`config.mk`:
```
export PLATFORM = sky130hd
export DESIGN_NAME = stream_to_axi_ax
export DESIGN_NICKNAME = d
export VERILOG_FILES = /design/src/rtl/stream_record_pkg.sv /design/src/rtl/axi_ax_cmd_fifo.sv /design/src/rtl/stream_to_axi_ax.sv
export SDC_FILE = /design/constraint.sdc
export NUM_CORES = 1
export LEC_CHECK = 0
export ABC_CLOCK_PERIOD_IN_PS = 4900
export BUFFER_PORTS_ARGS = -buffer_cell sky130_fd_sc_hd__buf_2
export CAP_MARGIN = 15
export CORE_ASPECT_RATIO = 1.2
export CORE_MARGIN = 10
export CORE_UTILIZATION = 45
export CTS_BUF_LIST = sky130_fd_sc_hd__clkbuf_4
export DETAILED_ROUTE_END_ITERATION = 6
export GPL_TIMING_DRIVEN = 1
export PLACE_DENSITY = 0.68
export REMOVE_ABC_BUFFERS = 1
export SLEW_MARGIN = 40
export SYNTH_ARGS = -nofsm -noshare
export SYNTH_HDL_FRONTEND = slang
export SYNTH_SLANG_ARGS = --single-unit
```
`constraint.sdc`:
```
create_clock -name clk -period 4.9 [get_ports clk]
set_input_delay 0 -clock clk [delete_from_list [all_inputs] [get_ports clk]]
set_output_delay 0 -clock clk [all_outputs]
set_load 0.02 [all_outputs]
```
`src/rtl/stream_record_pkg.sv`:
```
// Stream record layout shared by the Ax snooper and its replay counterpart:
// field offsets, record type codes and the decoded Ax command record.
package stream_record_pkg;

  localparam logic [2:0] REC_AR = 3'd0;
  localparam logic [2:0] REC_AW = 3'd1;
  localparam logic [2:0] REC_R  = 3'd2;
  localparam logic [2:0] REC_W  = 3'd3;
  localparam logic [2:0] REC_B  = 3'd4;

  localparam int DEF_ID_W   = 32;
  localparam int DEF_LEN_W  = 8;
  localparam int DEF_ADDR_W = 64;

  typedef struct packed {
    logic [DEF_ID_W-1:0]   id;
    logic [DEF_LEN_W-1:0]  len;
    logic [DEF_ADDR_W-1:0] addr;
  } ax_cmd_t;

  // Fields are packed from the MSB down: type, id, len; addr sits at bit 0.
  function automatic int type_lsb(input int dw, input int stw);
    return dw - stw;
  endfunction

  function automatic int id_lsb(input int dw, input int stw, input int idw);
    return dw - stw - idw;
  endfunction

  function automatic int len_lsb(input int dw, input int stw, input int idw, input int lw);
    return dw - stw - idw - lw;
  endfunction

  function automatic int addr_lsb();
    return 0;
  endfunction

endpackage

```
`src/rtl/axi_ax_cmd_fifo.sv`:
```
// Synchronous command FIFO; full/empty are derived from the occupancy count.
module axi_ax_cmd_fifo #(
  parameter int WIDTH = 104,
  parameter int DEPTH = 4
) (
  input  logic                     i_clk,
  input  logic                     i_rst_n,
  input  logic                     i_push,
  input  logic [WIDTH-1:0]         i_data,
  input  logic                     i_pop,
  output logic [WIDTH-1:0]         o_data,
  output logic                     o_full,
  output logic                     o_empty,
  output logic [$clog2(DEPTH):0]   o_occupancy
);

  localparam int PTR_W = $clog2(DEPTH);
  localparam int CNT_W = PTR_W + 1;

  logic [WIDTH-1:0] r_mem [DEPTH];
  logic [PTR_W-1:0] r_wr_ptr;
  logic [PTR_W-1:0] r_rd_ptr;
  logic [CNT_W-1:0] r_count;

  always_ff @(posedge i_clk or negedge i_rst_n) begin
    if (!i_rst_n) begin
      r_wr_ptr <= '0;
      r_rd_ptr <= '0;
      r_count  <= '0;
    end else begin
      if (i_push) r_wr_ptr <= r_wr_ptr + PTR_W'(1);
      if (i_pop)  r_rd_ptr <= r_rd_ptr + PTR_W'(1);
      case ({i_push, i_pop})
        2'b10:   r_count <= r_count + CNT_W'(1);
        2'b01:   r_count <= r_count - CNT_W'(1);
        default: r_count <= r_count;
      endcase
    end
  end

  always_ff @(posedge i_clk) begin
    if (i_push) r_mem[r_wr_ptr] <= i_data;
  end

  assign o_data      = r_mem[r_rd_ptr];
  assign o_full      = (r_count == CNT_W'(DEPTH));
  assign o_empty     = (r_count == '0);
  assign o_occupancy = r_count;

endmodule

```
`src/rtl/stream_to_axi_ax.sv`:
```
// Decodes snooped Ax records from an AXI-Stream link, filters by record type,
// buffers matching commands and replays them on an AXI4 address channel.
module stream_to_axi_ax
  import stream_record_pkg::*;
#(
  parameter int                           DATA_WIDTH        = 128,
  parameter int                           ADDR_WIDTH        = 64,
  parameter int                           ID_WIDTH          = 32,
  parameter int                           BURST_LEN         = 8,
  parameter int                           LOCK_WIDTH        = 2,
  parameter int                           USER_WIDTH        = 64,
  parameter int                           STREAM_TYPE_WIDTH = 3,
  parameter logic [STREAM_TYPE_WIDTH-1:0] STREAM_TYPE       = 3'b0,
  parameter int                           FIFO_DEPTH        = 4,
  parameter logic [2:0]                   DEF_SIZE          = 3'd4,
  parameter logic [1:0]                   DEF_BURST         = 2'b01,
  parameter logic [3:0]                   DEF_CACHE         = 4'b0011,
  parameter logic [2:0]                   DEF_PROT          = 3'b000
) (
  input  logic                          clk,
  input  logic                          resetn,
  input  logic [DATA_WIDTH-1:0]         s_tdata,
  input  logic                          s_tvalid,
  input  logic                          s_tlast,
  output logic                          s_tready,
  output logic [ID_WIDTH-1:0]           AXIM_axid,
  output logic [ADDR_WIDTH-1:0]         AXIM_axaddr,
  output logic [BURST_LEN-1:0]          AXIM_axlen,
  output logic [2:0]                    AXIM_axsize,
  output logic [1:0]                    AXIM_axburst,
  output logic [LOCK_WIDTH-1:0]         AXIM_axlock,
  output logic [3:0]                    AXIM_axcache,
  output logic [2:0]                    AXIM_axprot,
  output logic [3:0]                    AXIM_axregion,
  output logic [3:0]                    AXIM_axqos,
  output logic [USER_WIDTH-1:0]         AXIM_axuser,
  output logic                          AXIM_axvalid,
  input  logic                          AXIM_axready,
  output logic [15:0]                   drop_count,
  output logic [15:0]                   err_count,
  output logic [$clog2(FIFO_DEPTH):0]   occupancy
);

  localparam int TYPE_LSB = type_lsb(DATA_WIDTH, STREAM_TYPE_WIDTH);
  localparam int ID_LSB   = id_lsb(DATA_WIDTH, STREAM_TYPE_WIDTH, ID_WIDTH);
  localparam int LEN_LSB  = len_lsb(DATA_WIDTH, STREAM_TYPE_WIDTH, ID_WIDTH, BURST_LEN);
  localparam int CMD_W    = ID_WIDTH + BURST_LEN + ADDR_WIDTH;

  if (STREAM_TYPE_WIDTH + ID_WIDTH + BURST_LEN + ADDR_WIDTH > DATA_WIDTH) begin : g_bad_layout
    $error("stream_to_axi_ax: record fields do not fit in DATA_WIDTH");
  end

  function automatic logic [15:0] sat_inc(input logic [15:0] v);
    return (v == 16'hFFFF) ? v : v + 16'd1;
  endfunction

  logic [STREAM_TYPE_WIDTH-1:0] w_type;
  logic [ID_WIDTH-1:0]          w_id;
  logic [BURST_LEN-1:0]         w_len;
  logic [ADDR_WIDTH-1:0]        w_addr;
  logic                         w_unused_tdata;
  logic                         w_accept;
  logic                         w_match;
  logic                         w_push;
  logic                         w_pop;
  logic                         w_full;
  logic                         w_empty;
  logic [CMD_W-1:0]             w_head;
  logic [15:0]                  r_drop_count;
  logic [15:0]                  r_err_count;

  assign w_type         = s_tdata[TYPE_LSB +: STREAM_TYPE_WIDTH];
  assign w_id           = s_tdata[ID_LSB +: ID_WIDTH];
  assign w_len          = s_tdata[LEN_LSB +: BURST_LEN];
  assign w_addr         = s_tdata[ADDR_WIDTH-1:0];
  assign w_unused_tdata = ^s_tdata;

  // Tready is forced low while reset is held so no beat is taken during reset.
  assign s_tready = resetn & ~w_full;
  assign w_accept = s_tvalid & s_tready;
  assign w_match  = (w_type == STREAM_TYPE);
  assign w_push   = w_accept & w_match & s_tlast;
  assign w_pop    = AXIM_axvalid & AXIM_axready;

  axi_ax_cmd_fifo #(
    .WIDTH (CMD_W),
    .DEPTH (FIFO_DEPTH)
  ) u_fifo (
    .i_clk       (clk),
    .i_rst_n     (resetn),
    .i_push      (w_push),
    .i_data      ({w_id, w_len, w_addr}),
    .i_pop       (w_pop),
    .o_data      (w_head),
    .o_full      (w_full),
    .o_empty     (w_empty),
    .o_occupancy (occupancy)
  );

  always_ff @(posedge clk or negedge resetn) begin
    if (!resetn) begin
      r_drop_count <= '0;
      r_err_count  <= '0;
    end else if (w_accept) begin
      if (!w_match)      r_drop_count <= sat_inc(r_drop_count);
      else if (!s_tlast) r_err_count  <= sat_inc(r_err_count);
    end
  end

  assign drop_count = r_drop_count;
  assign err_count  = r_err_count;

  // Head fields are masked while empty so stale storage never reaches the port.
  assign AXIM_axvalid  = ~w_empty;
  assign AXIM_axid     = w_empty ? '0 : w_head[CMD_W-1 -: ID_WIDTH];
  assign AXIM_axlen    = w_empty ? '0 : w_head[ADDR_WIDTH +: BURST_LEN];
  assign AXIM_axaddr   = w_empty ? '0 : w_head[ADDR_WIDTH-1:0];
  assign AXIM_axsize   = DEF_SIZE;
  assign AXIM_axburst  = DEF_BURST;
  assign AXIM_axlock   = '0;
  assign AXIM_axcache  = DEF_CACHE;
  assign AXIM_axprot   = DEF_PROT;
  assign AXIM_axregion = '0;
  assign AXIM_axqos    = '0;
  assign AXIM_axuser   = '0;

endmodule

```
Word level (Yosys, flattened, before mapping)

Memories as Yosys holds them, arrays and structs flattened.
Index checks and enable logic that the tools add are counted.

Register bits after elaboration: 39
Bits in latches: 0
RAM bits: 416
Memory bits (read-only): 0
Input port bits: 133
Output and inout port bits: 227
Word-level logic and storage cells: 39
Memories: 1

Add/sub/neg operators: 6
$mul: 0
Div/mod/pow operators: 0
Order comparisons: 0
Eq/ne operators: 5
Shift operators: 0
Mux-type cells: 6
Bitwise operators: 11
Reductions and logical operators: 5

Memories:

| name         | depth | bits a word | rd ports | clocked after Yosys merged registers in | write ports | RTL line              | text |
|---|---|---|---|---|---|---|---|
| u_fifo.r_mem | 4     | 104         | 1        | 0                                       | 1           | axi_ax_cmd_fifo.sv:20 | `logic [WIDTH-1:0] r_mem [DEPTH];` |

Operators by type and width:

| cell                                                                   | number |
|---|---|
| 64-bit 2-to-1 mux                                                      | 1 |
| 16-bit by 1-bit adder with 16-bit output (second input constant)       | 2 |
| 16-bit equality test (second input constant)                           | 2 |
| 32-bit 2-to-1 mux                                                      | 1 |
| 8-bit 2-to-1 mux                                                       | 1 |
| 3-bit zero test                                                        | 2 |
| 1-bit inverter                                                         | 6 |
| 3-bit one-hot mux with 2 select lines                                  | 1 |
| 1-bit AND                                                              | 5 |
| 2-bit by 1-bit adder with 2-bit output (second input constant)         | 2 |
| 4-bit AND reduction                                                    | 1 |
| 3-bit by 1-bit adder with 3-bit output (second input constant)         | 1 |
| 3-bit equality test (second input constant)                            | 1 |
| 3-bit AND reduction                                                    | 1 |
| 3-bit by 1-bit subtractor with 3-bit output (second input constant)    | 1 |
| 2-bit by 1-bit equality test with 1-bit output (second input constant) | 1 |
| 2-bit equality test (second input constant)                            | 1 |
| 1-bit 2-to-1 mux                                                       | 2 |
| 2-bit nonzero test                                                     | 1 |

Logic depth before layout (Yosys ltp)

Gate-level depths: netlist of the first run.

Word-level depth: 8
Mapped depth: 10
Depth with buffers taken out: 10

Hierarchy

From an unflattened synthesis of the first run, not the netlist that was laid out.

Cell total of the unflattened synthesis: 940
Area total of the unflattened synthesis: 18397.6 µm²

Modules (own cells, without submodules):

| module           | times used | cells an instance | area an instance (µm²) | seq. area each (µm²) |
|---|---|---|---|---|
| axi_ax_cmd_fifo  | 1          | 581               | 15392.3                | 12667.1 |
| stream_to_axi_ax | 1          | 359               | 3005.4                 | 800.8 |

Least setup slack after synthesis of the first run

OpenSTA, ideal clock, no wires.

Path type: register to register
From: register u_fifo.r_count[2] (netlist: u_fifo.o_occupancy[2])
To: memory u_fifo.r_mem[0][0] (enable)
Library setup time: 0.475 ns
Arrival time: 3.578 ns
Required time: 4.425 ns
Path slack: 0.847 ns
Cell stages (with the launch flop): 5
Period minus slack after synthesis: 4.053 ns
Cells stage by stage: dfrtp_1 > or3b_2 > nand3_2 > nor2_1 > and2_1

Cells in the longest elaborated chain, start to end: 8

Ends and longest elaborated chain:

| item                                   | RTL line               | text |
|---|---|---|
| from (decl)                            | axi_ax_cmd_fifo.sv:23  | `logic [CNT_W-1:0] r_count;` |
| from (signal assigned)                 | axi_ax_cmd_fifo.sv:34  | `2'b10: r_count <= r_count + CNT_W'(1);` |
| from (signal assigned)                 | axi_ax_cmd_fifo.sv:35  | `2'b01: r_count <= r_count - CNT_W'(1);` |
| from (signal assigned)                 | axi_ax_cmd_fifo.sv:36  | `default: r_count <= r_count;` |
| 3-bit equality test                    | axi_ax_cmd_fifo.sv:46  | `assign o_full = (r_count == CNT_W'(DEPTH));` |
| 1-bit inverter                         | stream_to_axi_ax.sv:79 | `assign s_tready = resetn & ~w_full;` |
| 1-bit AND                              | stream_to_axi_ax.sv:79 |  |
| 1-bit AND                              | stream_to_axi_ax.sv:80 | `assign w_accept = s_tvalid & s_tready;` |
| 1-bit AND (2 in a row)                 | stream_to_axi_ax.sv:82 | `assign w_push = w_accept & w_match & s_tlast;` |
| 1-bit 2-to-1 mux                       | axi_ax_cmd_fifo.sv:42  | `if (i_push) r_mem[r_wr_ptr] <= i_data;` |
| 1-bit 2-to-1 mux (implied by the code) | axi_ax_cmd_fifo.sv:42  |  |
| to (decl)                              | axi_ax_cmd_fifo.sv:20  |  |

No other way between the ends.

Worst setup path in the final report of the first run

From: input resetn
To: memory u_fifo.r_mem[3][48] (enable)

Cells in the longest elaborated chain, start to end: 6

Ends and longest elaborated chain:

| item                                   | RTL line               | text |
|---|---|---|
| from (decl)                            | stream_to_axi_ax.sv:21 | `input logic resetn,` |
| 1-bit AND                              | stream_to_axi_ax.sv:79 |  |
| 1-bit AND                              | stream_to_axi_ax.sv:80 |  |
| 1-bit AND (2 in a row)                 | stream_to_axi_ax.sv:82 |  |
| 1-bit 2-to-1 mux                       | axi_ax_cmd_fifo.sv:42  |  |
| 1-bit 2-to-1 mux (implied by the code) | axi_ax_cmd_fifo.sv:42  |  |

No other way between the ends.

==> impl_metrics.tcl, run 1 <==
set metrics [dict create \
    core_um2 39900 \
    endpoint_kind "flip-flop" \
    cts_made_buffers 111 \
    final.period_utilization 0.673 \
    ys_warn_count 0 \
    synth_edf_count 416 \
    cts_root_buf "clkbuf_4" \
    dp_cells 1683 \
    dr.first_iter.drc_count 347 \
    syn_area_um2 18300 \
    ys_top_cells_by_area "edfxtp_1, mux4_2, dfrtp_1" \
    cp.required_ns 5.37 \
    setup_viol 0 \
    r2r_cells 7 \
    fp-row-count 80 \
    dp_hpwl_um 23600 \
    synthMostInstantiatedCell "edfxtp_1" \
    pre_cts_slack_ns 2.12 \
    rr_endpoint "u_fifo.r_mem[3][48]$_DFFE_PP_" \
    irDropWorstVdd_mv 0.451 \
    ioPinCount 360 \
    io_buffers 252 \
    die_w_um 204 \
    dieArea_um2 49100 \
    grt_pass1_wl_um 62800 \
    cts_tree "yes" \
    hp-class "in -> reg" \
    syn_area_per_cell_um2 19.8 \
    initial_core_util 0.457 \
    min_to "drop_count[8]$_DFFE_PN0P_" \
    post-route-util 0.588 \
    relSlewSlack 0.565 \
    synth_async_sr_flop_share 0.0857 \
    drtPass1Iterations 7 \
    final_cells 2097 \
    cp-start-kind "input pin" \
    grt_usage 0.167 \
    routed_via_density 4.87 \
    hold_viol 0 \
    synthFlopType "edfxtp_1" \
    rsz0062_at_grt "no" \
    rrSetupSlack_ns 1.81 \
    wl_per_cell_um 19.5 \
    ant_nets 0 \
    arrival_ns 3.77 \
    clk_pin_slew_ns 0.06 \
    die_h_um 241 \
    grt_pass1_vias 11389 \
    vias 10202 \
    drv_slew 0 \
    ys_seq_area_frac 0.737 \
    crit_type "in -> reg" \
    power.density_nw_per_um2 482 \
    synthTopCellsByCount "edfxtp_1, and2_1, mux4_2" \
    grt_max_degree 61 \
    status "finished, final reports clean" \
    ys_types 37 \
    worst_clock_skew_ns 0.0286 \
    hp-start "s_tvalid" \
    cts.repair.resized 0 \
    setup_ws_ns 1.60 \
    drive_gt1_frac 0.356 \
    finalWirelength_um 40900 \
    antenna_found_initial 4 \
    p_leak_nw 8.74 \
    h-tree-depth 3 \
    syn_inst 924 \
    worst_slew_pin_slew_ns 0.652 \
    synth_top_area_cell "edfxtp_1" \
    clock_path_buffers 3 \
    grt-ovfl-total 0 \
    regToRegStartpoint "u_fifo.o_occupancy[2]$_DFFE_PN0P_" \
    insertion_delay_ns 0.82 \
    place_congestion 0.784 \
    max_freq_ghz 0.303 \
    cts_num_sinks 455 \
    area_growth_pct 28.4 \
    post-route-drc-count 0 \
    holdPathStages 5 \
    nets 1625 \
    synth_top_cell_area_share 0.684 \
    maxCapViolCount 0 \
    cp_max_fo 42 \
    post_cts_buffers 0 \
    synth-seq-cells 455 \
    period_needed_ns 3.30 \
    hold_ws_ns 0.179 \
]
==> where the power goes <==
part           total [W]  internal, W  switching, W  leakage (nW)
Combinational    0.00383      0.00169       0.00215          3.68
Sequential       0.00451      0.00433      0.000187          4.25
Clock            0.00297      0.00153       0.00143         0.811
==> routing by layer <==
metal	global-route usage	up-vias	wire [um]
li1	-	4626	-
met1	0.184	5112	15200
met2	0.284	402	20900
met3	0.0635	60	3990
met4	0.0710	2	808
met5	0	-	12
==> worst max-delay path: stages <==
cell	delay, ns
dlygate4sd3_1	0.52
buf_2	0.09
dlygate4sd3_1	0.54
buf_4	0.45
nand3_2	0.19
nor2_1	0.14
dlygate4sd3_1	0.72
and2_4	0.47
buf_12	0.28
buf_4	0.34
==> area by class of cell <==
cell class	instances	area [um2]
fillers	3022	16500
flip-flops and latches	455	13500
multi-input cells	419	4260
repair buffers	487	3680
clock buffers	152	1140
well taps	533	667
clock inverters	38	204
inverters	10	37.5
diodes	3	7.51
==> stage by stage <==
stage | total power [W] | setup TNS, ns | instance area, um2
final | 0.0113 | 0 | 23500
after floorplan | 0.00725 | -6.91 | 17700
after global routing | 0.0120 | 0 | 23500
after CTS | 0.0115 | 0 | 23400
after global placement | 0.00834 | 0 | 19900
after detailed placement | 0.00836 | 0 | 19900
==> sequential cells by signal (all words and copies together) (netlist names) <==
register            cells
u_fifo.o_occupancy      3
u_fifo.r_wr_ptr         2
u_fifo.r_rd_ptr         2
err_count              16
u_fifo.r_mem          416
drop_count             16
==> what timing repair did <==
action	4_1_cts	5_1_grt
hold buffers	220	0
hold endpoints to repair	588	0
endpoints found under the setup margin	0	0
==> layout by cell type (no fill, tap or decap), types with 5 or more instances in the layout <==
cell / Yosys / layout
ha_1: 7 / 7
clkinv_2: 0 / 7
clkbuf_4: 0 / 152
mux4_2: 104 / 104
xor2_1: 17 / 17
nand2_1: 16 / 16
and2_1: 110 / 106
dfrtp_1: 39 / 37
edfxtp_1: 416 / 416
nand4_1: 10 / 10
buf_2: 12 / 252
dlygate4sd3_1: 0 / 220
nor2_1: 11 / 11
nor3_1: 5 / 5
inv_1: 10 / 10
buf_12: 0 / 8
conb_1: 2 / 86
buf_4: 91 / 7
xnor2_1: 19 / 19
clkinv_1: 0 / 25
nand3_1: 7 / 7
==> how the worst max path moves through the flow <==
stage / from / end / slack [ns] / cells past startpoint
floorplan: u_fifo.r_rd_ptr[0]$_DFFE_PN0P_ / AXIM_axaddr[0] / -0.07 / 2
CTS: u_fifo.r_rd_ptr[0]$_DFFE_PN0P_ / AXIM_axaddr[17] / 1.53 / 4
global route: resetn / u_fifo.r_mem[3][91]$_DFFE_PP_ / 1.44 / 10
global placement: resetn / u_fifo.r_mem[3][69]$_DFFE_PP_ / 2.03 / 6
detailed placement: resetn / u_fifo.r_mem[3][69]$_DFFE_PP_ / 2.12 / 7
finish: resetn / u_fifo.r_mem[3][48]$_DFFE_PP_ / 1.60 / 10
==> kinds of logic after synthesis <==
logic type               after synthesis  synth area share
AND/OR/NAND/NOR                      178            0.0592
flip-flops                           455             0.737
other                                  2          0.000411
buffers and inverters                134            0.0479
multiplexers                         106             0.129
AO/OA/AOI/OAI                          5           0.00267
adder cells (fa/ha/maj)                8           0.00589
XOR/XNOR                              36            0.0173
No activity file was read; power rests on OpenSTA's default activity.
==> inputs of run 2 (changes only) <==
ABC_CLOCK_PERIOD_IN_PS = 2720   (was 4900)
PLACE_DENSITY = 0.71   (was 0.68)
clock period = 2.72 ns   (was 4.9 ns; I/O delays follow)
==> impl_metrics.tcl, run 2 (same netlist as run 1, synthesis figures left out) <==
set metrics [dict create \
    cts.repair.resized 0 \
    final.period_utilization 0.913 \
    cp-start-kind "flip-flop" \
    drv_slew 0 \
    die_h_um 241 \
    grt_pass1_vias 11596 \
    p_total_w 0.0207 \
    fill_cells 2987 \
    multi_input_area_um2 4260 \
    crit_type "reg -> out" \
    area_growth_pct 29.5 \
    clk_pin_slew_ns 0.07 \
    hp-class "in -> reg" \
    wl_met2_um 21000 \
    dp_cells 1694 \
    cp.required_ns 2.72 \
    dr.first_iter.drc_count 461 \
    h-tree-depth 3 \
    final_cell_mix "edfxtp_1, buf_2, dlygate4sd3_1" \
    worst_slew_pin_slew_ns 0.760 \
    relSlewSlack 0.492 \
    dieArea_um2 49100 \
    grt_max_degree 106 \
    ff_latch_area_um2 13500 \
    cp_max_fo 105 \
    path_cells "or3_4 > buf_6 > and2_1 > buf_2" \
    nets 1633 \
    dp_hpwl_um 23700 \
    cts_made_buffers 107 \
    rsz0062_at_grt "no" \
    power.density_nw_per_um2 875 \
    grt_usage 0.165 \
    cts_num_sinks 455 \
    fp-row-count 80 \
    arrival_ns 2.48 \
    largest_reg_flops 416 \
    maxCapViolCount 0 \
    initial_core_util 0.457 \
    hold_viol 0 \
    setup_viol 0 \
    insertion_delay_ns 0.78 \
    post-route-drc-count 0 \
    antenna_found_initial 3 \
    cts_root_buf "clkbuf_4" \
    irDropWorstVdd_mv 0.788 \
    wl_met3_um 3370 \
    cts_tree "yes" \
    status "finished, final reports clean" \
    drtPass1Iterations 4 \
    io_buffers 252 \
    die_w_um 204 \
    ant_nets 0 \
    endpoint_kind "output port" \
    ioPinCount 360 \
    max_stage_delay_ns 0.56 \
    period_needed_ns 2.48 \
    core_um2 39900 \
    grt_pass1_wl_um 63300 \
    grt-ovfl-total 0 \
    layout_commonest_cell "edfxtp_1" \
    critical-path-slowest-cell "buf_6" \
    place_congestion 0.787 \
    final_cells 2109 \
    vias 10251 \
    drive_gt1_frac 0.362 \
    p_leak_nw 8.82 \
    max_freq_ghz 0.403 \
    finalWirelength_um 40400 \
    wl_per_cell_um 19.1 \
    worst_clock_skew_ns 0.0352 \
    max_flop_register "u_fifo.r_mem" \
    clock_path_buffers 3 \
    wl_met1_um 15500 \
    routed_via_density 4.86 \
    highest_layer "met4" \
]
## run 2: worst max-delay path: cells and delay by family, from the launching register on
family	cells	cell delay [ns]
buffers and inverters	2	0.78
DFF	1	0.42
and+or+nand+nor	2	0.50
## run 2: final timing paths
path	startpoint	endpoint	slack [ns]	cells past startpoint
max	u_fifo.o_occupancy[0]$_DFFE_PN0P_	AXIM_axaddr[47]	0.24	4
min	s_tdata[94]	u_fifo.r_mem[3][73]$_DFFE_PP_	0.09	2
max reg2reg	u_fifo.o_occupancy[0]$_DFFE_PN0P_	u_fifo.o_occupancy[2]$_DFFE_PN0P_	0.26	10
min reg2reg	err_count[14]$_DFFE_PN0P_	err_count[14]$_DFFE_PN0P_	0.50	1
max in group asynchronous	resetn	drop_count[6]$_DFFE_PN0P_	1.21	4
min in group asynchronous	resetn	err_count[11]$_DFFE_PN0P_	0.41	4
## run 2: repair_timing
action,4_1_cts,5_1_grt
setup endpoints to repair,93,0
endpoints found under the hold margin,494,0
hold buffers,219,0
setup buffers,3,0
## run 2: final cells by class
cell class | instances | area share
clock buffer | 151 | 0.0479
clock inverter | 39 | 0.00983
timing repair buffer | 499 | 0.163
tap | 533 | 0.0282
antenna | 3 | 0.000317
sequential | 455 | 0.569
multi-input combinational | 419 | 0.180
inverter | 10 | 0.00159
## run 2: per-stage QoR
| stage | worst slack, ns | area (um2) | utilization | hold WS (ns) | TNS (ns) |
|---|---|---|---|---|---|
| 2_1_floorplan | -2.25 | 17700 | - | -0.296 | -792.28 |
| 4_1_cts | 0.0536 | 23700 | 0.592 | 0.000321 | 0 |
| 3_5_place_dp | 0.333 | 20000 | 0.502 | -0.0449 | 0 |
| 6_report | 0.236 | 23700 | 0.593 | 0.0932 | 0 |
| 5_1_grt | 0.0199 | 23700 | 0.592 | 0.0348 | 0 |
| 3_3_place_gp | 0.327 | 20000 | 0.502 | -0.0418 | 0 |
## run 2: power by group
part,switching (W),internal (W),total (W)
registers,0.000157,0.00780,0.00795
clock network,0.00258,0.00277,0.00535
logic,0.00413,0.00328,0.00741
total,0.00687,0.0138,0.0207
## run 2: per-layer routing
layer | global-route usage | vias to the layer above
li1 | - | 4643
met3 | 0.0569 | 44
met4 | 0.0541 | 0
met2 | 0.287 | 370
met5 | 0 | -
met1 | 0.187 | 5194
==> inputs of run 3 (changes only) <==
CORE_MARGIN = not set   (was 10)
==> impl_metrics.tcl, run 3 (same netlist as run 1, synthesis figures left out) <==
set metrics [dict create \
    status "finished, final reports clean" \
    wl_per_cell_um 17.5 \
    place_congestion 0.752 \
    rr_endpoint "drop_count[10]$_DFFE_PN0P_" \
    setup_viol 0 \
    r2r_cells 7 \
    cts_tree "yes" \
    worst_slew_pin_slew_ns 0.778 \
    ioPinCount 360 \
    layout_commonest_cell "edfxtp_1" \
    cp_max_fo 43 \
    finalWirelength_um 36900 \
    cp.required_ns 2.72 \
    arrival_ns 2.53 \
    h-tree-depth 3 \
    setup_ws_ns 0.185 \
    grt-ovfl-total 0 \
    largest_reg_flops 416 \
    vias 10195 \
    pre_cts_slack_ns 0.286 \
    drive_gt1_frac 0.359 \
    cts_root_buf "clkbuf_4" \
    crit_type "reg -> out" \
    relSlewSlack 0.481 \
    nets 1631 \
    max_stage_delay_ns 0.58 \
    cp-start-kind "flip-flop" \
    cts_num_sinks 455 \
    endpoint_kind "output port" \
    dr.first_iter.drc_count 429 \
    final_cell_mix "edfxtp_1, buf_2, dlygate4sd3_1" \
    drv_slew 0 \
    dieArea_um2 41400 \
    post-route-util 0.590 \
    min_to "u_fifo.r_rd_ptr[0]$_DFFE_PN0P_" \
    grt_pass1_wl_um 57900 \
    fp-row-count 80 \
    die_h_um 223 \
    hold_ws_ns 0.207 \
    maxCapViolCount 0 \
    area_growth_pct 29.1 \
    insertion_delay_ns 0.77 \
    irDropWorstVdd_mv 0.738 \
    post-route-drc-count 0 \
    regToRegStartpoint "drop_count[0]$_DFFE_PN0P_" \
    hp-class "in -> reg" \
    hp-start "AXIM_axready" \
    clk_pin_slew_ns 0.06 \
    max_flop_register "u_fifo.r_mem" \
    power.density_nw_per_um2 860 \
    grt_usage 0.186 \
    dp_hpwl_um 20200 \
    worst_clock_skew_ns 0.0426 \
    rrSetupSlack_ns 0.21 \
    drtPass1Iterations 4 \
    clock_path_buffers 3 \
    grt_max_degree 106 \
    antenna_found_initial 5 \
    period_needed_ns 2.53 \
    io_buffers 252 \
    final.period_utilization 0.932 \
    path_cells "buf_16 > mux4_2 > and2_1 > buf_2" \
    p_leak_nw 8.78 \
    die_w_um 186 \
    ant_nets 0 \
    cts_made_buffers 111 \
    setup_tns_ns 0 \
    initial_core_util 0.457 \
    routed_via_density 4.83 \
    rsz0062_at_grt "no" \
    hold_viol 0 \
    grt_pass1_vias 10987 \
    holdPathStages 4 \
    max_freq_ghz 0.394 \
    core_um2 39900 \
    critical-path-slowest-cell "mux4_2" \
]
-- run 3: cell types whose count changed in the layout (fill, tap and decap cells not counted), sizes merged --
cell and change:
buf -5, bufinv -1, clkbuf -1, clkinv +5
clkinvlp +3, diode +1, dlygate4sd3 -1, inv -1
-- run 3: timing repair --
action | CTS | global route
hold buffers | 218 | 0
buffers inserted | 3 | 0
gates resized for setup | 2 | 0
hold endpoints to repair | 494 | 0
endpoints found under the setup margin | 79 | 0
-- run 3: final cells by class --
| class | count | area (um2) |
|---|---|---|
| multi-input combinational | 419 | 4260 |
| tap | 533 | 667 |
| timing repair buffer | 493 | 3780 |
| antenna | 4 | 10.0 |
| clock inverter | 45 | 224 |
| sequential | 455 | 13500 |
| fill | 3033 | 16400 |
| inverter | 10 | 37.5 |
| clock buffer | 150 | 1130 |
-- run 3: worst max-delay path, delay by kind of cell, from the launching register on --
family / cells / cell delay, ns
buf+inv: 2 / 0.44
flops: 1 / 0.49
mux: 1 / 0.58
simple gates: 1 / 0.18
-- run 3: how the worst max path moves through the flow --
stage                                      startpoint                                end  slack, ns  cells after the start
floorplan              u_fifo.r_rd_ptr[0]$_DFFE_PN0P_                     AXIM_axaddr[0]      -2.25                      2
global placement    u_fifo.o_occupancy[0]$_DFFE_PN0P_  u_fifo.o_occupancy[2]$_DFFE_PN0P_       0.32                     10
detailed placement  u_fifo.o_occupancy[0]$_DFFE_PN0P_  u_fifo.o_occupancy[2]$_DFFE_PN0P_       0.29                     10
CTS                    u_fifo.r_rd_ptr[0]$_DFFE_PN0P_                      AXIM_axid[18]       0.06                      4
global route           u_fifo.r_rd_ptr[0]$_DFFE_PN0P_                      AXIM_axid[30]      0.008                      4
finish                 u_fifo.r_rd_ptr[0]$_DFFE_PN0P_                     AXIM_axaddr[2]       0.19                      4
-- run 3: layer usage --
layer,wire length (um),up-vias,GRT usage
met5,22,-,0
met4,844,4,0.0828
met3,2260,72,0.0502
met2,19100,370,0.320
met1,14700,5102,0.215
li1,-,4647,-
-- run 3: metrics by stage --
step / area (um2) / instances / power [W]
after floorplan: 17700 / 884 / 0.0124
after global placement: 20000 / 1689 / 0.0149
after detailed placement: 20000 / 1689 / 0.0149
after CTS: 23600 / 2105 / 0.0206
after global routing: 23600 / 2108 / 0.0214
final: 23600 / 2109 / 0.0203
-- run 3: where the power goes --
part / internal (W) / switching, W
registers: 0.00780 / 0.000162
logic: 0.00314 / 0.00392
clock network: 0.00266 / 0.00259
